**src/rtl/mem_port_arbiter_pkg.sv**
```systemverilog
// Shared types for the single-port RAM arbiter: FSM states and requester ids.
package mem_port_arbiter_pkg;

  typedef enum logic [1:0] {
    IDLE    = 2'd0,
    OWN_CPU = 2'd1,
    OWN_IO  = 2'd2
  } arbStateT;

  localparam logic REQ_CPU = 1'b0;
  localparam logic REQ_IO  = 1'b1;

  // Wide enough for the largest legal MAX_BURST (15).
  localparam int BEAT_W = 4;

endpackage

```
**src/rtl/mem_port_arbiter.sv**
```systemverilog
// Arbitrates one registered-read RAM port between a CPU and an IO/loader requester.
// Define MEM_ARB_RR_EN for round-robin contention; otherwise the CPU has fixed priority.
module mem_port_arbiter
  import mem_port_arbiter_pkg::*;
#(
  parameter int ADDR_W    = 14,
  parameter int DATA_W    = 32,
  parameter int MAX_BURST = 4
) (
  input  logic              clock,
  input  logic              reset,
  input  logic              cpu_req,
  input  logic              cpu_we,
  input  logic [ADDR_W-1:0] cpu_addr,
  input  logic [DATA_W-1:0] cpu_wdata,
  output logic              cpu_gnt,
  output logic              cpu_rvalid,
  input  logic              io_req,
  input  logic              io_we,
  input  logic [ADDR_W-1:0] io_addr,
  input  logic [DATA_W-1:0] io_wdata,
  output logic              io_gnt,
  output logic              io_rvalid,
  output logic [DATA_W-1:0] rdata,
  output logic [ADDR_W-1:0] ram_addr,
  output logic              ram_we,
  output logic [DATA_W-1:0] ram_wdata,
  input  logic [DATA_W-1:0] ram_q
);

  localparam logic [BEAT_W-1:0] BurstLimit = BEAT_W'(MAX_BURST);

  arbStateT          state, stateNext;
  logic [BEAT_W-1:0] beatCnt, beatNext;
  logic              lastOwner, lastNext;
  logic              rdPending, rdOwner;
  logic              grantCpu, grantIo;
  logic              cpuWins;

  // Who takes the port when both request from IDLE or OWN_CPU.
  always_comb begin
`ifdef MEM_ARB_RR_EN
    cpuWins = (lastOwner == REQ_IO);
`else
    cpuWins = 1'b1;
`endif
  end

  // NOTE: every output of this block gets a default first, so no path leaves one unassigned and infers a latch.
  always_comb begin
    stateNext = state;
    beatNext  = beatCnt;
    grantCpu  = 1'b0;
    grantIo   = 1'b0;
    if (!reset) begin
      unique case (state)
        IDLE, OWN_CPU: begin
          beatNext = '0;
          if (cpu_req && (!io_req || cpuWins)) begin
            grantCpu  = 1'b1;
            stateNext = OWN_CPU;
          end else if (io_req) begin
            grantIo   = 1'b1;
            stateNext = OWN_IO;
            // The entry grant is the first beat; an IO win over a waiting CPU is a single beat.
            beatNext  = cpu_req ? BurstLimit : BEAT_W'(1);
          end else begin
            stateNext = IDLE;
          end
        end
        OWN_IO: begin
          if (io_req && (!cpu_req || beatCnt < BurstLimit)) begin
            grantIo = 1'b1;
            if (beatCnt < BurstLimit) beatNext = beatCnt + BEAT_W'(1);
          end else if (cpu_req) begin
            grantCpu  = 1'b1;
            stateNext = OWN_CPU;
            beatNext  = '0;
          end else begin
            stateNext = IDLE;
            beatNext  = '0;
          end
        end
        default: begin
          stateNext = IDLE;
          beatNext  = '0;
        end
      endcase
    end
  end

  always_comb begin
    lastNext = lastOwner;
    if (grantCpu)     lastNext = REQ_CPU;
    else if (grantIo) lastNext = REQ_IO;
  end

  // The RAM sees the granted requester's fields; an idle port is driven to zero.
  always_comb begin
    ram_addr  = '0;
    ram_we    = 1'b0;
    ram_wdata = '0;
    if (grantCpu) begin
      ram_addr  = cpu_addr;
      ram_we    = cpu_we;
      ram_wdata = cpu_wdata;
    end else if (grantIo) begin
      ram_addr  = io_addr;
      ram_we    = io_we;
      ram_wdata = io_wdata;
    end
  end

  // NOTE: sequential state uses non-blocking assignments so all registers update together at the edge.
  always_ff @(posedge clock) begin
    if (reset) begin
      state     <= IDLE;
      beatCnt   <= '0;
      lastOwner <= REQ_IO;
      rdPending <= 1'b0;
      rdOwner   <= REQ_CPU;
    end else begin
      state     <= stateNext;
      beatCnt   <= beatNext;
      lastOwner <= lastNext;
      rdPending <= (grantCpu && !cpu_we) || (grantIo && !io_we);
      rdOwner   <= grantIo ? REQ_IO : REQ_CPU;
    end
  end

  assign cpu_gnt = grantCpu;
  assign io_gnt  = grantIo;

  // A read issued just before reset asserts must not surface while reset is held.
  assign cpu_rvalid = rdPending && (rdOwner == REQ_CPU) && !reset;
  assign io_rvalid  = rdPending && (rdOwner == REQ_IO) && !reset;
  assign rdata      = ram_q;

endmodule

```
**config.mk**
```make
export PLATFORM = sky130hd
export DESIGN_NAME = mem_port_arbiter
export DESIGN_NICKNAME = d
export VERILOG_FILES = /design/src/rtl/mem_port_arbiter_pkg.sv /design/src/rtl/mem_port_arbiter.sv
export SDC_FILE = /design/constraint.sdc
export NUM_CORES = 1
export LEC_CHECK = 0
export CORE_ASPECT_RATIO = 0.9
export CORE_MARGIN = 4
export CORE_UTILIZATION = 18
export DETAILED_ROUTE_END_ITERATION = 10
export GPL_ROUTABILITY_DRIVEN = 0
export MAX_ROUTING_LAYER = met4
export PLACE_DENSITY = 0.81
export SETUP_SLACK_MARGIN = 0.05
export SLEW_MARGIN = 10
export SYNTH_ARGS = -nofsm -noshare
export SYNTH_HDL_FRONTEND = slang
export SYNTH_SLANG_ARGS = --single-unit
```
**constraint.sdc**
```tcl
create_clock -name clock -period 1.6 [get_ports clock]
set_input_delay 0.16 -clock clock [delete_from_list [all_inputs] [get_ports clock]]
set_output_delay 0.16 -clock clock [all_outputs]
set_load 0.005 [all_outputs]
```
---- After elaboration in Yosys (flattened, before gate mapping) ----
Cells that the tools add are included.
cells by class
  bitwise logic cells ..................... 1
  multipliers ............................. 0
  multiplexer cells ....................... 26
  reductions and logical operators ........ 15
  add/sub/neg operators ................... 1
  divide/modulo/power cells ............... 0
  magnitude comparators ................... 1
  eq/ne operators ......................... 4
  shift operators ......................... 0
operators with widths
  operator             count
  $mux 32              2
  $mux 14              2
  $mux 1               13
  $mux 4               2
  $pmux 4 s2           1
  $logic_and 1x1->1    7
  $mux 2               3
  $add 4x1->4 const B  1
  $logic_not 1->1      4
  $lt 4x3->1 const B   1
  $pmux 1 s2           2
  $pmux 2 s2           1
  $ne 3x3->1 const B   1
  $eq 2x1->1 const B   1
  $eq 2x2->1 const B   1
  $logic_not 2->1      1
  $logic_or 1x1->1     2
  $ne 2x2->1 const B   1
  $reduce_or 2->1      1
  $not 1->1            1
storage, ports and cells
  bits in latches ......................... 0
  flip-flop bits (word level) ............. 8
  input bits .............................. 130
  word-level logic and storage cells ...... 52
  memories ................................ 0
  ROM bits ................................ 0
  output and inout port bits .............. 83
  RAM bits ................................ 0

---- Logic depth before layout (Yosys ltp) ----
  depth in word-level cells ............... 8
  mapped depth ............................ 6

---- Least setup slack after synthesis ----
Ideal clock, no wire load.
  path type ............................... register to output
  from .................................... reg state[1]
  to ...................................... out ram_addr[0]
  path buffers ............................ 3
  cell stages (with the launch flop) ...... 7
  arrival time ............................ 1.567 ns
  path slack .............................. -0.127 ns
  cell sequence ........................... dfxtp_1 buf_4 or3b_4 a221oi_2 buf_6 buf_6 a22o_1
on the way
  longest elaborated chain between the ends .. 6
  elaborated cells on any way between the ends .. 10
ends and longest elaborated chain
  item                                           line                     RTL
  from (decl)                                    mem_port_arbiter.sv:33   arbStateT state, stateNext;
  from (signal assigned)                         mem_port_arbiter.sv:123  state <= stateNext;
  $eq 2x1->1 or $logic_not 2->1 (tied branches)  mem_port_arbiter.sv:56   unique case (state)
  $reduce_or 2->1                                mem_port_arbiter.sv:56
  $pmux 1 s2                                     mem_port_arbiter.sv:56
  $mux 1                                         mem_port_arbiter.sv:55   if (!reset) begin
  $mux 14                                        mem_port_arbiter.sv:107  end else if (grantIo) begin
  $mux 14 *                                      mem_port_arbiter.sv:103  if (grantCpu) begin
  to (decl)                                      mem_port_arbiter.sv:25   output logic [ADDR_W-1:0] ram_addr,
Mark *: on every way between the ends. The rest lies on a longest branch, timed or not.

---- Worst setup path after layout ----
  from .................................... reg beatCnt[3]
  to ...................................... out ram_addr[13]
on the way
  longest elaborated chain between the ends .. 8
  elaborated cells on any way between the ends .. 11
ends and longest elaborated chain
  item                    line                     RTL
  from (decl)             mem_port_arbiter.sv:34   logic [BEAT_W-1:0] beatCnt, beatNext;
  from (signal assigned)  mem_port_arbiter.sv:124  beatCnt <= beatNext;
  $lt 4x3->1 *            mem_port_arbiter.sv:72   if (io_req && (!cpu_req || beatCnt < BurstLimit)) begin
  $logic_or 1x1->1 *      mem_port_arbiter.sv:72
  $logic_and 1x1->1 *     mem_port_arbiter.sv:72
  $mux 1                  mem_port_arbiter.sv:72
  $pmux 1 s2              mem_port_arbiter.sv:56
  $mux 1                  mem_port_arbiter.sv:55
  $mux 14                 mem_port_arbiter.sv:107
  $mux 14 *               mem_port_arbiter.sv:103
Marked as above.

==> flow_metrics.tcl <==
set metrics [dict create \
    vias_per_cell 4.68 \
    grt_max_degree 18 \
    die_y_um 82.4 \
    final_common_cell "clkdlybuf4s50_1" \
    drt_iter0_drc 55 \
    io_buffers 148 \
    placed_cells 319 \
    reg2reg_slack_ns -0.06 \
    yosys_warnings 0 \
    die_area_um2 7460 \
    power_density_nw_per_um2 401 \
    syn_nets 257 \
    synth_cell_types 28 \
    cts_root_buf "clkbuf_8" \
    synth_seq_cells 8 \
    hold_ws_ns 0.320 \
    cts.path.max_buffers 2 \
    tns_ns -20.72 \
    cts_made_buffers 3 \
    end_kind "primary output" \
    synthArstFlopShare_pct 0 \
    worstSetupPathType "reg -> out" \
    tightest_slew_ns 0.308 \
    start_util_pct 19.0 \
    drv_cap 0 \
    synth.area.top_cells "a22o_1, buf_4, dfxtp_1" \
    slew_headroom_pct 78.9 \
    overflow 0 \
    synthCells 126 \
    nets 416 \
    h-tree-depth 1 \
    final_antenna_net_count 0 \
    dr.pass1.iters 4 \
    fin_ws_ns -0.529 \
    p_leak_nw 1.31 \
    yosysTopAreaCellShare_pct 38.0 \
    power_frac_comb_pct 60.4 \
    layout_min_cycle_time_ns 2.13 \
    start_kind "register" \
    violations "setup timing" \
    path_clk_slew_ns 0.04 \
    cts_tree "yes" \
    dieWidth_um 90.6 \
    yosysTopAreaCell "a22o_1" \
    vias 1652 \
    slew_violations 0 \
    place_hpwl_mm 4.51 \
    core.rowCount 26 \
    antenna_cells 0 \
    syn_area_per_cell_um2 8.78 \
    final_cell_count_no_fill 353 \
    critPathRequiredTime_ns 1.44 \
    clk_latency_ns 0.23 \
    syn2layout_area_growth_pct 156 \
    cts_sinks 8 \
    min_path_type "in -> out" \
    synth_edf_count 0 \
    pin_count 213 \
    vdd_drop_max_uv 240 \
    synth_flop_cell "dfxtp_1" \
    clock_skew_ns 0.00199 \
    route.detailed.drc 0 \
    setup_viol 50 \
    grt_pass1_wl_mm 8.89 \
    grt_use_total_pct 15.6 \
    pwr-share-clk_pct 20.8 \
    timing.final.hold_violations 0 \
    ys_seq_area_share_pct 14.5 \
    final_cell_mix "clkdlybuf4s50_1, a22o_1, buf_2" \
    final_util_pct 48.6 \
    drt-total-wl_mm 6.44 \
    coreArea_um2 5820 \
    fin_crit_sh_pct 133 \
    worstPathArrival_ns 1.97 \
    grt_pass1_vias 1745 \
    syn_area_um2 1110 \
    wire_per_inst_um 18.3 \
    place_ws_ns -0.671 \
    n_fill_cell 567 \
    seq_power_share_pct 18.8 \
    cellInternalPower_mw 0.842 \
    drive_gt1_share_pct 39.6 \
    p_sw_mw 0.294 \
    antenna_found_initial 0 \
    status "finished, violations left" \
    switching_share_pct 25.9 \
    fmax_mhz 470 \
    rsz0062_at_grt "true" \
    worstPathMaxFanout 4 \
]
## metal layers
layer	vias to the layer above	share of wire (%)	track usage, %
met2	65	55	29.6
met1	792	39	17.4
met3	12	5.2	2.54
met5	-	0	-
met4	0	1.1	3.36
li1	783	-	-
## path summary, 6_finish.rpt
path	start	to	cells after the start
min	ram_q[22]	rdata[22]	0
min reg2reg	beatCnt[1]	beatCnt[1]	2
max	beatCnt[3]	ram_addr[13]	9
max reg2reg	beatCnt[2]	rdPending	8
## registers in the layout, indices dropped and copies added, names as in the netlist
| name | flops |
|---|---|
| beatCnt | 4 |
| state | 2 |
| rdOwner | 1 |
| rdPending | 1 |
## kinds of logic (layout without fill, tap and decap cells)
kind of cell,Yosys count,count (layout),share of synthesized area [%]
flops,8,8,14.5
fa+ha+maj,1,1,1.13
simple gates,14,14,9.05
buf+inv,46,203,28.7
compound gates,57,57,46.6
## per-stage QoR
step | instance area [µm²] | total power, mW
final | 2830 | 1.14
after global routing | 2830 | 1.19
after CTS | 2740 | 1.12
after detailed placement | 2540 | 0.834
after global placement | 2540 | 0.824
after floorplan | 1120 | 0.442
## critical path: stages, from the launching register on
cell      delay (ns)
dfxtp_2         0.32
or3b_4          0.41
a221oi_4        0.25
buf_6           0.17
buf_6           0.10
buf_6           0.08
buf_6           0.10
buf_6           0.08
a22o_1          0.11
buf_2           0.11
## cell type report
type	count	area, µm²	share of cell area, %
inverter	3	11.3	0.398
sequential	8	164	5.79
multi-input combinational	72	647	22.9
timing repair buffer	197	1880	66.4
tap	70	87.6	3.09
clock buffer	3	41.3	1.46
## power by group through the flow
stage	clock network, mW	logic (mW)	registers (mW)
after floorplan	0	0.225	0.217
after global placement	0	0.608	0.216
after detailed placement	0	0.617	0.217
after CTS	0.244	0.663	0.214
after global routing	0.250	0.730	0.215
final	0.236	0.686	0.214
## synthesized netlist by cell type, types with 2 or more instances
cell	number
clkbuf_1	3
a221oi_1	2
buf_6	2
a22o_1	48
buf_2	5
buf_4	33
dfxtp_1	8
nor3b_1	2
nor2_1	2
inv_1	3
## what timing repair did
action,in CTS,in global routing
setup endpoints to repair,51,51
pin swaps,18,37
gates resized for setup,229,16
hold buffers,0,0
buffers inserted,18,11
cloned,6,3
No activity file was read; power rests on OpenSTA's default activity.
==> RTL edit: new RTL, same flow settings <==
Change the parameter `DATA_W` from 32 to 28.
--- a/src/rtl/mem_port_arbiter.sv
+++ b/src/rtl/mem_port_arbiter.sv
@@ -4,7 +4,7 @@
   import mem_port_arbiter_pkg::*;
 #(
   parameter int ADDR_W    = 14,
-  parameter int DATA_W    = 32,
+  parameter int DATA_W    = 28,
   parameter int MAX_BURST = 4
 ) (
   input  logic              clock,
Interface: changed (5 resized); port bits go from 213 to 193. No check against the original RTL was run, so the function may have changed too.
==> RTL edit against the original RTL <==
The run still ends with negative setup slack left; utilization down 4.4 points; highest routed layer unchanged; critical path type unchanged; hold slack stayed put; final area decreased by 10%; worst setup slack better by 46 ps; wire length shrank 10%; area after synthesis down 3.6%; total power shrank 8.5%; sequential cell count is the same.
==> RTL edit: results (changes against the original RTL) <==
| Metric | Value |
|---|---|
| Fillers | 572 (+0.88%) |
| Final Hold Slack | 320 ps (unchanged) |
| Reg clk slew, reported paths | 40 ps (about the same) |
| DR vias/cell | 4.66 (-0.41%) |
| Final worst slack | -484 ps (+45.5 ps) |
| Synth Area in Compound Gates | 0.461 (-0.00480) |
| Largest net degree at the start of global routing | 36 (+18) |
| CP arrival | 1920 ps (-50 ps) |
| Post-CTS Resized | 201 (-12%) |
| Total leakage power | 1.17 nW (-11%) |
| Commonest cells in the netlist | a22o_1, buf_4, dfxtp_1, buf_6 |
| Crit path launch | beatCnt[2] |
| Placed Area | 2370 um^2 (-6.6%) |
| Cells after Synth | 117 (-7.1%) |
| Final setup vio count | 45 (-10%) |
| Worst setup endpoint | ram_wdata[16] |
| Failing checks | negative setup slack |
| Post-CTS Setup Inserts | 20 (+2) |
| Top-count cell post-synth | a22o_1 |
| Hold wc startpoint | ram_q[14] |
| Crit path max fanout | 8 (+4) |
| Pre-CTS WS | -669 ps (+2.20 ps) |
| Area grow syn2layout | 138% |
| Wirelength, routed | 5770 um (-10%) |
| Nets@finish | 381 (-8.4%) |
| Total nets after synthesis | 236 (-8.2%) |
| First-pass GRT wire length | 7350 um (-17%) |
| Dpl cells | 301 (-5.6%) |
| Max VDD drop | 364 uV (+52%) |
| Layout cells sized above 1 | 0.392 (-0.00345) |
| Min-Delay Endpoint | rdata[14] |
| Reg2Reg Depth | 6 (-2) |
| Detailed Place HPWL | 4130 um (-8.6%) |
| PortBufs | 136 (-8.1%) |
| Post-route DRC | 0 (unchanged) |
| Via count | 1538 (-6.9%) |
| Clk_skew | 1.10 ps (-0.889 ps) |
| Sequential fraction of the synthesis area | 0.150 (+0.00544) |
| Slew @ Worst Pin | 415 ps (+106 ps) |
| Initial antenna violation count | 0 (unchanged) |
| Synth Area in Adders | 0.0117 (+0.000425) |
| R2R Setup Slk | 30 ps (+90 ps) |
| Outcome | finished with violations |
| Switching power total | 265 uW (-9.7%) |
| Setup TNS Final | -16840 ps (+3880 ps) |
| GRT Util Overall | 0.137 (-0.0184) |
| Synth top area cells | a22o_1, buf_4, dfxtp_1 |
==> RTL edit: power groups by stage <==
stage	registers, mW	clock network [mW]	logic, mW
after floorplan	0.213	0	0.213
after global routing	0.215	0.253	0.625
after detailed placement	0.218	0	0.572
after CTS	0.214	0.239	0.579
after global placement	0.217	0	0.566
final	0.215	0.233	0.591
==> RTL edit: layout make-up <==
type                    count  share of cell area
repair buffers            178               0.638
multi-input cells          68               0.242
flip-flops and latches      8              0.0647
well taps                  70              0.0346
clock buffers               3              0.0163
inverters                   3             0.00444
==> RTL edit: per-layer routing <==
metal | wire [um] | up-vias | track usage
met5 | 0 | - | -
met4 | 89 | 0 | 0.0491
met3 | 369 | 10 | 0.0132
met2 | 3100 | 86 | 0.254
met1 | 2210 | 722 | 0.151
li1 | - | 720 | -
==> RTL edit: worst max-delay path, cell delays in order, from the launching register on <==
cell and delay [ps]:
dfxtp_2 320, or3b_4 420, a221oi_4 280, buf_6 160, buf_6 110, buf_12 120
buf_6 90, a22o_1 100, buf_2 110
